==> config.mk <==
export PLATFORM = sky130hd
export DESIGN_NAME = sqr_seq
export DESIGN_NICKNAME = d
export VERILOG_FILES = /design/src/rtl/sqr_seq.sv
export SDC_FILE = /design/constraint.sdc
export NUM_CORES = 1
export LEC_CHECK = 0
export CAP_MARGIN = 10
export CORE_ASPECT_RATIO = 1.5
export CORE_MARGIN = 2
export CORE_UTILIZATION = 50
export CTS_BUF_LIST = sky130_fd_sc_hd__clkbuf_8
export DETAILED_ROUTE_END_ITERATION = 10
export HOLD_SLACK_MARGIN = 0.15
export PLACE_DENSITY = 0.75
export SLEW_MARGIN = 20
export SYNTH_ARGS = -nofsm -noshare
export SYNTH_HDL_FRONTEND = slang
export SYNTH_SLANG_ARGS = --single-unit
==> constraint.sdc <==
create_clock -name clk_i -period 7.55 [get_ports clk_i]
set_input_delay 1.51 -clock clk_i [delete_from_list [all_inputs] [get_ports clk_i]]
set_output_delay 1.51 -clock clk_i [all_outputs]
set_load 0.02 [all_outputs]
==> src/rtl/sqr_seq.sv <==
// ----------------------------------------------------------------------------
// sqr_seq : sequential integer squarer, dt_o = dt_i * dt_i
//
// Shift-add multiplier with one adder. A result takes WIDTH cycles and the
// latency is fixed. It uses the same enb/busy handshake as the sqrt block.
//
// Ports
//   clk_i    in   1          clock, rising edge
//   rst_ni   in   1          asynchronous active-low reset
//   enb_i    in   1          start request, honoured only while idle
//   dt_i     in   WIDTH      operand, sampled on the start edge only
//   busy_o   out  1          high while a square is being computed
//   done_o   out  1          one-cycle pulse on the edge that writes dt_o
//   dt_o     out  2*WIDTH    last completed square, held until the next one
//
// States
//   S_IDLE | waiting for enb_i; dt_o holds the last result
//   S_CALC | one shift-add step per edge; finishes when r_cnt == WIDTH-1
// ----------------------------------------------------------------------------
module sqr_seq #(
    parameter int WIDTH = 8
) (
    input  logic               clk_i,
    input  logic               rst_ni,
    input  logic               enb_i,
    input  logic [WIDTH-1:0]   dt_i,
    output logic               busy_o,
    output logic               done_o,
    output logic [2*WIDTH-1:0] dt_o
);

    localparam int CNT_W = (WIDTH > 2) ? $clog2(WIDTH) : 1;
    localparam logic [CNT_W-1:0] LAST_CNT = CNT_W'(WIDTH - 1);

    typedef enum logic {
        S_IDLE,
        S_CALC
    } state_t;

    state_t             r_state;
    logic [WIDTH-1:0]   r_a;
    logic [WIDTH-1:0]   r_m;
    logic [2*WIDTH-1:0] r_acc;
    logic [CNT_W-1:0]   r_cnt;

    logic [2*WIDTH-1:0] w_addend;
    logic [2*WIDTH-1:0] w_sum;

    // The multiplicand is zero-extended before shifting so no high bits are
    // lost. The accumulator cannot overflow because (2^W-1)^2 < 2^(2W).
    assign w_addend = r_m[0] ? ({{WIDTH{1'b0}}, r_a} << r_cnt) : '0;
    assign w_sum    = r_acc + w_addend;

    always_ff @(posedge clk_i or negedge rst_ni) begin
        if (!rst_ni) begin
            r_state <= S_IDLE;
            r_a     <= '0;
            r_m     <= '0;
            r_acc   <= '0;
            r_cnt   <= '0;
            busy_o  <= 1'b0;
            done_o  <= 1'b0;
            dt_o    <= '0;
        end else begin
            done_o <= 1'b0;
            case (r_state)
                S_IDLE: begin
                    if (enb_i && !busy_o) begin
                        r_a     <= dt_i;
                        r_m     <= dt_i;
                        r_acc   <= '0;
                        r_cnt   <= '0;
                        busy_o  <= 1'b1;
                        r_state <= S_CALC;
                    end
                end
                S_CALC: begin
                    r_acc <= w_sum;
                    r_m   <= r_m >> 1;
                    r_cnt <= r_cnt + CNT_W'(1);
                    // The final sum goes straight from the adder to dt_o.
                    // Operand 0 takes the full WIDTH steps; there is no early exit.
                    if (r_cnt == LAST_CNT) begin
                        dt_o    <= w_sum;
                        done_o  <= 1'b1;
                        busy_o  <= 1'b0;
                        r_state <= S_IDLE;
                    end
                end
                default: begin
                    r_state <= S_IDLE;
                    busy_o  <= 1'b0;
                end
            endcase
        end
    end

endmodule

==> results.json <==
{
  "cts_tree": "yes",
  "end_kind": "register",
  "required_ns": 7.75,
  "drtIter0Drc": 83,
  "initial_utilization_pct": 51.6,
  "drc": 0,
  "cts_inserted_buffers": 5,
  "ys_ff_latch": 54,
  "dp.cells": 415,
  "antenna_found_initial": 0,
  "ant_nets": 0,
  "synth_area_um2": 3180,
  "area_growth_pct": 13.2,
  "r2r_slack_ns": 4.24,
  "period_minus_slack_ns": 3.31,
  "cpPeakStageDelay_ns": 0.66,
  "io_pins": 29,
  "path_class": "register to register",
  "cts.clk_slew.worst_paths_ns": 0.10,
  "cts_max_level": 2,
  "worst_pin_slew_ns": 0.929,
  "outcome": "completed",
  "fin_crit_sh_pct": 43.8,
  "firstDrtPassIters": 4,
  "cts_root_buf": "clkbuf_8",
  "synth_cell_type_count": 52,
  "startpoint_type": "register",
  "wire_per_inst_um": 15.5,
  "synth_area_per_cell_um2": 9.83,
  "crit_slowest_cell": "dfrtp_1",
  "fin_nets": 377,
  "power_density_nw_per_um2": 405,
  "crit_chain": "mux2_2 -> a21oi_1 -> o21ai_0 -> and2_1 -> ha_1 -> and2_4 -> o211ai_2 -> and3_4 -> a21oi_1 -> or3_1 -> a32o_1",
  "final_cells": 423,
  "crit_fanout": 13,
  "irDropWorstVdd_uv": 230,
  "grt_pass1_wl_mm": 11.0,
  "rows": 35,
  "grt_max_degree": 55,
  "die-area_um2": 7040,
  "core_area_um2": 6170,
  "globalRouteTotalUtil_pct": 19.6,
  "ys.flop_type": "dfrtp_1",
  "min_path_type": "register to register",
  "viasPerCell": 5.65,
  "yosys_warnings": 0,
  "maxSlewHeadroom_pct": 38.1,
  "synthArstFlopShare_pct": 100,
  "finalSetupViolCount": 0,
  "synth_fp_nets": 353,
  "grt_pass1_vias": 2360,
  "leakage_uw": 0.00168,
  "syn_inst": 324,
  "vias": 2391,
  "n_fill_cell": 522,
  "clockBufferDepth": 2,
  "cts.hold.buffers_added": 0,
  "critPathArrivalTime_ns": 3.51,
  "fmax_mhz": 302,
  "die_y_um": 102,
  "clk_latency_ns": 0.30,
  "gr-total-overflow": 0,
  "die_w_um": 69.2,
  "cp_common_cell": "a21oi_1",
  "finClkSkew_ns": 0.00831,
  "synth-seq-area-share_pct": 42.4,
  "clkSinkCount": 54,
  "place_congestion": 0.926,
  "io_buffers": 28,
  "drive_above_1_share_pct": 12.0,
  "wirelength_mm": 6.54,
  "post_cts_buffers": 0,
  "dp_hpwl_mm": 4.68,
  "timing.setup.tns_ns": 0,
  "synth-edff-count": 0,
  "post_cts_resized": 0,
  "grt_setup_unrepaired": "false",
  "hold_viol": 0,
  "diodes": 0,
  "maxCapViolCount": 0,
  "slew_viol_final": 0
}
report_power, final:
part | switching (uW) | internal, uW | total (uW)
clock network | 92.1 | 72.9 | 165
logic | 421 | 351 | 772
registers | 106 | 417 | 523
synth_stat cells, drive strengths merged (5+ instances only):
library cell,instances,area share (%)
mux2,21,7.4
nor3,6,0.94
mux2i,14,4.4
a21o,7,1.7
a21oi,17,2.8
dfrtp,54,42
xnor2,5,1.4
clkbuf,9,1.1
nand3,6,0.94
nand2,47,5.5
nor2b,9,1.8
ha,17,6.7
and2,6,1.3
o21ai,26,4.1
nor2,23,2.8
cells by family after synthesis:
group	share of synthesized area, %
AOI/OAI and AO/OA	17.4
xor gates and xnor gates	2.20
adders and majority gates	7.31
buffers and inverters	2.12
DFF	42.4
muxes	11.8
and+or+nand+nor	16.7
stage by stage:
step                utilization, %  setup slack, ns  instance area, um^2  power [uW]  hold slack [ns]
floorplan                        -             4.57                 3180        1080            0.450
global placement              56.9             4.04                 3510        1280            0.460
detailed placement            56.9             3.99                 3510        1300            0.478
CTS                           58.4             4.26                 3610        1470            0.502
global route                  58.4             4.04                 3610        1580            0.529
finish                        58.4             4.24                 3610        1460            0.498
layer usage:
layer / GRT usage [%] / vias to the layer above / share of wire (%)
met5: 0 / - / 0
met4: 6.94 / 0 / 2.2
met3: 3.18 / 13 / 2.8
met2: 37.1 / 38 / 53
met1: 22.2 / 1134 / 42
li1: - / 1206 / -
placed cells by master, fill, tap and decap left out, types with 2 or more instances in the layout:
| cell type | synthesis | layout |
|---|---|---|
| nor2_1 | 22 | 22 |
| buf_4 | 0 | 2 |
| mux2i_1 | 14 | 14 |
| dfrtp_1 | 54 | 54 |
| clkdlybuf4s50_1 | 0 | 27 |
| or3_1 | 2 | 2 |
| a31oi_1 | 3 | 3 |
| inv_1 | 3 | 4 |
| and2_1 | 5 | 5 |
| ha_1 | 17 | 17 |
| a211oi_1 | 2 | 2 |
| o31ai_1 | 3 | 3 |
| and3_1 | 3 | 3 |
| o21a_1 | 4 | 4 |
| xnor2_1 | 5 | 5 |
| mux2_2 | 21 | 21 |
| nor3b_1 | 2 | 2 |
| a21oi_1 | 16 | 16 |
| o21ai_0 | 23 | 23 |
| o211a_1 | 2 | 2 |
| nand2b_1 | 2 | 2 |
| clkbuf_8 | 0 | 6 |
| xor2_1 | 3 | 3 |
| nor2b_1 | 9 | 9 |
| nor3_1 | 6 | 6 |
| o21ai_1 | 3 | 3 |
| nand3_1 | 6 | 6 |
| a21o_1 | 7 | 7 |
| nand2_1 | 47 | 47 |
| a22o_1 | 4 | 4 |
| nand3b_1 | 2 | 2 |
sequential cells by signal (all words and copies together), names as in the netlist:
register and flops:
r_a 8, r_m 8, r_cnt 3, dt_o 16, done_o 1, r_acc 16
r_state 1, busy_o 1
critical path, delay by kind of cell, from the launching register on:
kind / cells / cell delay [ns]
muxes: 1 / 0.40
adders and majority gates: 1 / 0.37
and+or+nand+nor: 4 / 0.96
AOI/OAI and AO/OA: 5 / 0.82
DFF: 1 / 0.66
path summary, 6_finish.rpt:
| check | start | to | cells after the start |
|---|---|---|---|
| setup reg to reg | r_cnt[0]$_DFFE_PN0P_ | r_acc[13]$_DFFE_PN0P_ | 11 |
| min in group asynchronous | rst_ni | dt_o[3]$_DFFE_PN0P_ | 2 |
| hold reg to reg | r_m[1]$_DFFE_PN0P_ | r_m[0]$_DFFE_PN0P_ | 2 |
| setup / recovery | r_cnt[0]$_DFFE_PN0P_ | r_acc[13]$_DFFE_PN0P_ | 11 |
| max in group asynchronous | rst_ni | r_m[0]$_DFFE_PN0P_ | 2 |
| hold / removal | r_m[1]$_DFFE_PN0P_ | r_m[0]$_DFFE_PN0P_ | 2 |
layout make-up:
type	count	area, um^2	share of cell area, %
Clock buffer	6	82.6	2.29
Inverter	4	15.0	0.416
Sequential cell	54	1350	37.5
Multi-Input combinational cell	253	1770	49.0
Timing Repair Buffer	30	290	8.05
Clock inverter	2	8.76	0.243
Tap cell	74	92.6	2.57
No activity file was read; power rests on OpenSTA's default activity.
